### config.mk
export PLATFORM = sky130hd
export DESIGN_NAME = lsu_mem_initiator
export DESIGN_NICKNAME = d
export VERILOG_FILES = /design/src/rtl/lsu_mem_initiator.sv
export SDC_FILE = /design/constraint.sdc
export NUM_CORES = 1
export LEC_CHECK = 0
export BUFFER_PORTS_ARGS = -buffer_cell sky130_fd_sc_hd__buf_2
export CAP_MARGIN = 20
export CORE_MARGIN = 3
export CORE_UTILIZATION = 35
export DETAILED_ROUTE_END_ITERATION = 12
export SYNTH_ARGS = -nofsm -noshare
export SYNTH_HDL_FRONTEND = slang
export SYNTH_SLANG_ARGS = --single-unit
### constraint.sdc
create_clock -name clk -period 5.27 [get_ports clk]
set_clock_uncertainty 0.1 [all_clocks]
set_input_delay 1.054 -clock clk [delete_from_list [all_inputs] [get_ports clk]]
set_output_delay 1.054 -clock clk [all_outputs]
set_load 0.02 [all_outputs]
### src/rtl/lsu_mem_initiator.sv
// Load/store unit, initiator side of the data-memory bus: one access in flight.
// Optional LSU_BUS_TIMEOUT_EN forces an access fault after TIMEOUT_CYCLES in REQ/RSP.
module lsu_mem_initiator #(
    parameter int TIMEOUT_CYCLES = 64
) (
    input  logic        clk,
    input  logic        resetn,
    input  logic        lsu_valid_i,
    output logic        lsu_ready_o,
    input  logic        lsu_we_i,
    input  logic [2:0]  lsu_funct3_i,
    input  logic [31:0] lsu_addr_i,
    input  logic [31:0] lsu_wdata_i,
    output logic        lsu_done_o,
    output logic [31:0] lsu_rdata_o,
    output logic        lsu_err_o,
    output logic [1:0]  lsu_err_cause_o,
    output logic        mem_req_o,
    input  logic        mem_gnt_i,
    output logic        mem_we_o,
    output logic [3:0]  mem_be_o,
    output logic [31:0] mem_addr_o,
    output logic [31:0] mem_wdata_o,
    input  logic        mem_rvalid_i,
    input  logic [31:0] mem_rdata_i,
    input  logic        mem_err_i
);

    typedef enum logic [1:0] {S_IDLE, S_REQ, S_RSP, S_ERR} state_t;

    state_t      r_state;
    logic        r_we;
    logic [2:0]  r_funct3;
    logic [1:0]  r_off;
    logic [1:0]  r_cause;

    logic        w_illegal;
    logic        w_misal;
    logic [3:0]  w_be;
    logic [31:0] w_wdata;
    logic [31:0] w_shift;
    logic [31:0] w_load;
    logic        w_tmo;

    assign lsu_ready_o = (r_state == S_IDLE);

    always_comb begin
        if (lsu_we_i)
            w_illegal = lsu_funct3_i[2] || (lsu_funct3_i[1:0] == 2'b11);
        else
            w_illegal = (lsu_funct3_i == 3'b011) || (lsu_funct3_i == 3'b110) ||
                        (lsu_funct3_i == 3'b111);
        w_misal = ((lsu_funct3_i[1:0] == 2'b01) && lsu_addr_i[0]) ||
                  ((lsu_funct3_i[1:0] == 2'b10) && (lsu_addr_i[1:0] != 2'b00));
        case (lsu_funct3_i[1:0])
            2'b00: begin
                w_be    = 4'b0001 << lsu_addr_i[1:0];
                w_wdata = {4{lsu_wdata_i[7:0]}};
            end
            2'b01: begin
                w_be    = 4'b0011 << lsu_addr_i[1:0];
                w_wdata = {2{lsu_wdata_i[15:0]}};
            end
            default: begin
                w_be    = 4'b1111;
                w_wdata = lsu_wdata_i;
            end
        endcase
    end

    // Right-justify the addressed lane, then extend by funct3
    always_comb begin
        w_shift = mem_rdata_i >> {r_off, 3'b000};
        case (r_funct3)
            3'b000:  w_load = {{24{w_shift[7]}}, w_shift[7:0]};
            3'b001:  w_load = {{16{w_shift[15]}}, w_shift[15:0]};
            3'b010:  w_load = mem_rdata_i;
            3'b100:  w_load = {24'd0, w_shift[7:0]};
            3'b101:  w_load = {16'd0, w_shift[15:0]};
            default: w_load = 32'd0;
        endcase
    end

`ifdef LSU_BUS_TIMEOUT_EN
    localparam int CW = $clog2(TIMEOUT_CYCLES + 1);
    logic [CW-1:0] r_cnt;

    assign w_tmo = (r_state == S_REQ || r_state == S_RSP) &&
                   (r_cnt == CW'(TIMEOUT_CYCLES - 1));

    always_ff @(posedge clk or negedge resetn) begin
        if (!resetn)
            r_cnt <= '0;
        else if (r_state == S_REQ && !mem_gnt_i)
            r_cnt <= r_cnt + 1'b1;
        else if (r_state == S_RSP && !mem_rvalid_i)
            r_cnt <= r_cnt + 1'b1;
        else
            r_cnt <= '0;
    end
`else
    // No watchdog: the unit waits on the bus indefinitely
    assign w_tmo = 1'b0 & (TIMEOUT_CYCLES == 0);
`endif

    always_ff @(posedge clk or negedge resetn) begin
        if (!resetn) begin
            r_state         <= S_IDLE;
            r_we            <= 1'b0;
            r_funct3        <= 3'd0;
            r_off           <= 2'd0;
            r_cause         <= 2'd0;
            lsu_done_o      <= 1'b0;
            lsu_rdata_o     <= 32'd0;
            lsu_err_o       <= 1'b0;
            lsu_err_cause_o <= 2'd0;
            mem_req_o       <= 1'b0;
            mem_we_o        <= 1'b0;
            mem_be_o        <= 4'd0;
            mem_addr_o      <= 32'd0;
            mem_wdata_o     <= 32'd0;
        end else begin
            lsu_done_o      <= 1'b0;
            lsu_rdata_o     <= 32'd0;
            lsu_err_o       <= 1'b0;
            lsu_err_cause_o <= 2'd0;
            unique case (r_state)
                S_IDLE: begin
                    if (lsu_valid_i) begin
                        r_we     <= lsu_we_i;
                        r_funct3 <= lsu_funct3_i;
                        r_off    <= lsu_addr_i[1:0];
                        if (w_illegal) begin
                            r_state <= S_ERR;
                            r_cause <= 2'd3;
                        end else if (w_misal) begin
                            r_state <= S_ERR;
                            r_cause <= {1'b0, lsu_we_i};
                        end else begin
                            r_state     <= S_REQ;
                            mem_req_o   <= 1'b1;
                            mem_we_o    <= lsu_we_i;
                            mem_be_o    <= w_be;
                            mem_addr_o  <= {lsu_addr_i[31:2], 2'b00};
                            mem_wdata_o <= lsu_we_i ? w_wdata : 32'd0;
                        end
                    end
                end
                S_REQ: begin
                    if (mem_gnt_i || w_tmo) begin
                        r_state     <= mem_gnt_i ? S_RSP : S_IDLE;
                        mem_req_o   <= 1'b0;
                        mem_we_o    <= 1'b0;
                        mem_be_o    <= 4'd0;
                        mem_addr_o  <= 32'd0;
                        mem_wdata_o <= 32'd0;
                    end
                    if (!mem_gnt_i && w_tmo) begin
                        lsu_done_o      <= 1'b1;
                        lsu_err_o       <= 1'b1;
                        lsu_err_cause_o <= 2'd2;
                    end
                end
                S_RSP: begin
                    if (mem_rvalid_i) begin
                        r_state    <= S_IDLE;
                        lsu_done_o <= 1'b1;
                        if (mem_err_i) begin
                            lsu_err_o       <= 1'b1;
                            lsu_err_cause_o <= 2'd2;
                        end else begin
                            lsu_rdata_o <= r_we ? 32'd0 : w_load;
                        end
                    end else if (w_tmo) begin
                        r_state         <= S_IDLE;
                        lsu_done_o      <= 1'b1;
                        lsu_err_o       <= 1'b1;
                        lsu_err_cause_o <= 2'd2;
                    end
                end
                S_ERR: begin
                    r_state         <= S_IDLE;
                    lsu_done_o      <= 1'b1;
                    lsu_err_o       <= 1'b1;
                    lsu_err_cause_o <= r_cause;
                end
                default: r_state <= S_IDLE;
            endcase
        end
    end

endmodule
Yosys cells after proc, flatten, opt, wreduce, memory -nomap -nowiden
Index checks and enable logic that the tools add are counted.
W data, S select, Z words.

word-level totals
  bits in registers = 116
  bits of input ports = 106
  output and inout bits = 107
  word-level logic and storage cells = 99

operators by class
  eq/ne operators = 18
  shifts and indexed selects = 3
  multiplexer cells = 48
  reduce and logical (&&, ||, !) cells = 16

operator list
  kind                   number
  $mux W32               12
  $pmux W32 S2           3
  $pmux W32 S5           1
  $shr A32 B5 Y16        1
  $mux W2                9
  $mux W4                4
  $pmux W4 S2            2
  $eq A3 B3 Y1 const B   4
  $mux W1                11
  $ne A2 B2 Y1 const B   5
  $eq A2 B2 Y1 const B   4
  $pmux W1 S2            4
  $pmux W2 S4            1
  $eq A3 B2 Y1 const B   2
  $reduce_and A3 Y1      2
  $reduce_bool A2 Y1     3
  $reduce_and A5 Y1      1
  $eq A2 B1 Y1 const B   2
  $logic_not A2 Y1       2
  $logic_or A1 B1 Y1     4
  $pmux W2 S2            1
  $shl A1 B2 Y4 const A  1
  $shl A2 B2 Y4 const A  1
  $eq A3 B1 Y1 const B   1
  3 further kinds        4

Logic depth before layout (Yosys ltp)
  depth in word-level cells = 7
  depth in mapped cells = 7
  gate-level depth less buffers = 4

Least setup slack after synthesis
No wires, ideal clock.

  path kind = in2reg
  from = input port lsu_funct3_i[0]
  to = register mem_wdata_o[26]
  data arrival time = 2,324 ps
  setup slack = 2,726 ps
  cell stages on the path = 7
  path buffers = 3
  cells stage by stage = buf_2 -> a221oi_2 -> o21ai_2 -> and2_1 -> buf_6 -> buf_6 -> a22o_1

between the ends
  cells in the longest elaborated chain, start to end = 7
  elaborated cells on any way between the ends = 23
  classes of those cells = 8 x eq/ne; 7 x mux; 8 x reduce/logical

RTL lines
  element                                                  RTL line  RTL
  start, declared                                          11        input logic [2:0] lsu_funct3_i,
  $eq A2 B1 Y1 / $logic_not A2 Y1 (equally long branches)  53, 55
  $pmux W32 S2                                             55        case (lsu_funct3_i[1:0])
  $mux W32                                                 145       mem_wdata_o <= lsu_we_i ? w_wdata : 32'd0;
  $mux W32                                                 136       end else if (w_misal) begin
  $mux W32                                                 133       if (w_illegal) begin
  $mux W32                                                 129       if (lsu_valid_i) begin
  $pmux W32 S2                                             127       unique case (r_state)
  end signal, assigned                                     145
  end, declared                                            23        output logic [31:0] mem_wdata_o,

Parallel ways exist; a longest one is shown, timed or not. The select of a mux whose other input is x is not followed.
A chain may end at the register's enable or synchronous reset.

Worst setup path after layout
  from = input port lsu_valid_i
  to = register mem_be_o[0]

between the ends
  cells in the longest elaborated chain, start to end = 2

RTL lines
  element                             RTL line  RTL
  start, declared                     8         input logic lsu_valid_i,
  $ne A2 B2 Y1 (no source line)       n/a
  $reduce_and A5 Y1 (no source line)  n/a
  end signal, assigned                143       mem_be_o <= w_be;
  end, declared                       21        output logic [3:0] mem_be_o,

No other way between the ends.

==> results.toml <==
[logic_synthesis]
yosys.cell_count.top_type = "dfrtp_1"
synth_mux_area_share_pct = 7.888
synth_commonest_cells = "114 x dfrtp_1, 104 x nand2_1, 35 x nand3_1, 34 x mux2i_1, 30 x a21oi_1"
ys_warn_count = 0
synth-xor-area-share_pct = 0
ys_ff_latch = 114
synthTopCellsByArea = "dfrtp_1 55%, nand2_1 7.5%, mux2i_1 6.6%"
yosysSeqAreaShare_pct = 55.17
synthDistinctLibCells = 41
synthAdderAreaFrac_pct = 0
syn_area_per_cell_um2 = 10.26
synth_top_family_by_area = "simple AND/OR/NAND/NOR gates"
synth-async-reset-ratio_pct = 100.0
yosys.area_share.simple_pct = 16.38
netlist.area_leader.share_pct = 55.17
netlist_instances = 504
synth_area_um2 = 5171
synth_compound_area_share_pct = 16.11
synth_edf_count = 0
synth-main-ff-cell = "dfrtp_1"
yosysTopAreaCell = "dfrtp_1"

[final_layout]
fin_area_um2 = 6928
multi_input_area_um2 = 2102
seqCellArea_um2 = 2853
antenna_cells = 0
fillers = 1308
synthToLayoutAreaGrowth_pct = 33.97
layout-drive-gt1-share_pct = 36.52
nets = 805

[detailed_routing]
vias = 4574
wirelength_um = 14980
drt_first_pass_iters = 6
ant_nets = 0
drt-initial-drc-count = 253
wl_per_cell_um = 16.79
drc_errors = 0
via_per_inst = 5.128

[power_and_ir_drop]
p_int_w = 0.002411
worst_ir_drop_vdd_mv = 0.2454
clkPwrFrac_pct = 30.0
netSwitchingFraction_pct = 37.41
p_total_w = 0.003852
p_per_area_nw_per_um2 = 556.0
p_seq_share_pct = 35.8
switchingPower_w = 0.001441
leakagePower_nw = 3.700
p_comb_share_pct = 34.2

[floorplanning]
rows = 43
io_pins = 213
die_h_um = 127.6
coreArea_um2 = 14150
die-area_um2 = 16270
start_util_pct = 36.55
die_x_um = 127.6

[sta]
timing.fmax_ghz = 0.3558
setup_tns_ns = 0
post-route-period-util_pct = 53.34
fin_crit_ns = 2.811
hold_viol = 0
setup_slack_ns = 2.459
slew_headroom_pct = 27.62
tightest_slew_ns = 1.086
rsz0062_at_grt = "no"
finalSetupViolCount = 0
slew_violations = 0

[critical_path]
worstPathArrival_ns = 3.05
reg2reg_from = "r_off[1]"
r2r_cells = 4
critPathCaptureType = "register"
cp_max_fo = 33
r2r_end = "lsu_rdata_o[30]"
reg2reg_slack_ns = 2.61
crit_required_ns = 5.51
worst_setup_path_start_kind = "primary input"
critPathKind = "primary input to register"

[place]
hpwl_um = 10510
place_ws_ns = 2.058
placed_area_um2 = 6286
portBuffers = 210
gp_congestion = 0.7716

[cts]
cts_buffers = 17
clkSinkCount = 114
holdBufCountCts = 0
cts_resized = 0
clk_pin_slew_ns = 0.05
clock_insertion_delay_worst_skew_ns = 0.41
clockRootBuffer = "clkbuf_16"
cts_max_level = 4
cts_setup_buffers = 0
cts_tree = "done"
clockBufferDepth = 2

[hold_path]
worstHoldStart = "mem_req_o"
hold_depth = 2
min_to = "mem_req_o"
hold_path.class = "register to register"

[global_routing]
grt_pass1_vias = 4582
antenna_found_initial = 1
grt-ovfl-total = 0
grt_pass1_wl_um = 23520
grt_max_degree = 83
grtUsageTotal_pct = 18.17

[job]
cap_viol_max_count = 0

[outcome]
status = "complete, no violations"
[cell usage in the layout, fill, tap and decap left out, types with 16 or more instances in the layout]
cell type | Yosys | layout
buf_2 | 10 | 209
o21ai_0 | 17 | 17
nor2_1 | 19 | 19
mux2i_1 | 34 | 34
a21oi_1 | 30 | 30
o2bb2ai_1 | 24 | 24
nand2_1 | 104 | 104
clkbuf_16 | 0 | 18
a22o_1 | 16 | 16
dfrtp_1 | 114 | 114
nand3_1 | 35 | 35
[sequential cells by signal, indices dropped and copies added (netlist names), 2 cells and up]
signal           cells
r_off                2
mem_wdata_o         32
r_state              2
r_funct3             3
mem_be_o             4
lsu_err_cause_o      2
r_cause              2
mem_addr_o          30
lsu_rdata_o         32
[per-layer routing]
layer | GRT usage [%] | wire length (um) | up-vias
met4 | 7.571 | 254 | 2
met1 | 23.43 | 6411 | 2187
met2 | 27.97 | 7029 | 200
li1 | - | - | 2161
met3 | 6.229 | 1274 | 24
met5 | 0 | 9 | -
[worst max-delay path by stage]
| stage | from | to | slack, ns | depth (start not counted) |
|---|---|---|---|---|
| 3_5_place_dp | lsu_valid_i | mem_be_o[0] | 2.06 | 5 |
| 3_3_place_gp | lsu_valid_i | mem_be_o[0] | 2.11 | 5 |
| 6_report | lsu_valid_i | mem_be_o[0] | 2.46 | 5 |
| 2_1_floorplan | lsu_funct3_i[0] | mem_wdata_o[26] | 2.73 | 7 |
| 4_1_cts | lsu_valid_i | mem_be_o[0] | 2.49 | 5 |
| 5_1_grt | lsu_valid_i | mem_be_o[0] | 2.24 | 5 |
[power groups by stage]
stage | Sequential, W | Combinational, W | Clock [W]
floorplan | 0.00157 | 0.000672 | 0
global placement | 0.00138 | 0.00130 | 0
detailed placement | 0.00138 | 0.00131 | 0
CTS | 0.00138 | 0.00132 | 0.00118
global route | 0.00142 | 0.00144 | 0.00122
finish | 0.00138 | 0.00132 | 0.00116
[logic make-up after synthesis]
| kind of cell | count (synthesis) |
|---|---|
| flops | 114 |
| mux | 40 |
| buf+inv | 46 |
| simple gates | 187 |
| compound gates | 116 |
| other cells | 1 |
[layout make-up]
| class | instances | share of cell area (%) |
|---|---|---|
| sequential | 114 | 41.18 |
| multi-input combinational | 345 | 30.34 |
| timing repair buffer | 217 | 16.40 |
| clock buffer | 22 | 6.700 |
| tap | 180 | 3.251 |
| clock inverter | 10 | 1.914 |
| inverter | 4 | 0.2167 |
[per-stage QoR]
stage / utilization [%] / cells / hold WS (ns)
3_5_place_dp: 44.42 / 858 / 0.3697
4_1_cts: 48.64 / 890 / 0.3819
2_1_floorplan: - / 505 / 0.3725
6_report: 48.96 / 892 / 0.3774
5_1_grt: 48.96 / 892 / 0.3953
3_3_place_gp: 44.42 / 858 / 0.3606
[worst max-delay path, cell delays in order]
cell and delay (ns):
buf_2 0.10, nor3b_2 0.61, o21a_1 0.95, o21ai_0 0.22, nand2_1 0.12
No activity file was read; power rests on OpenSTA's default activity.
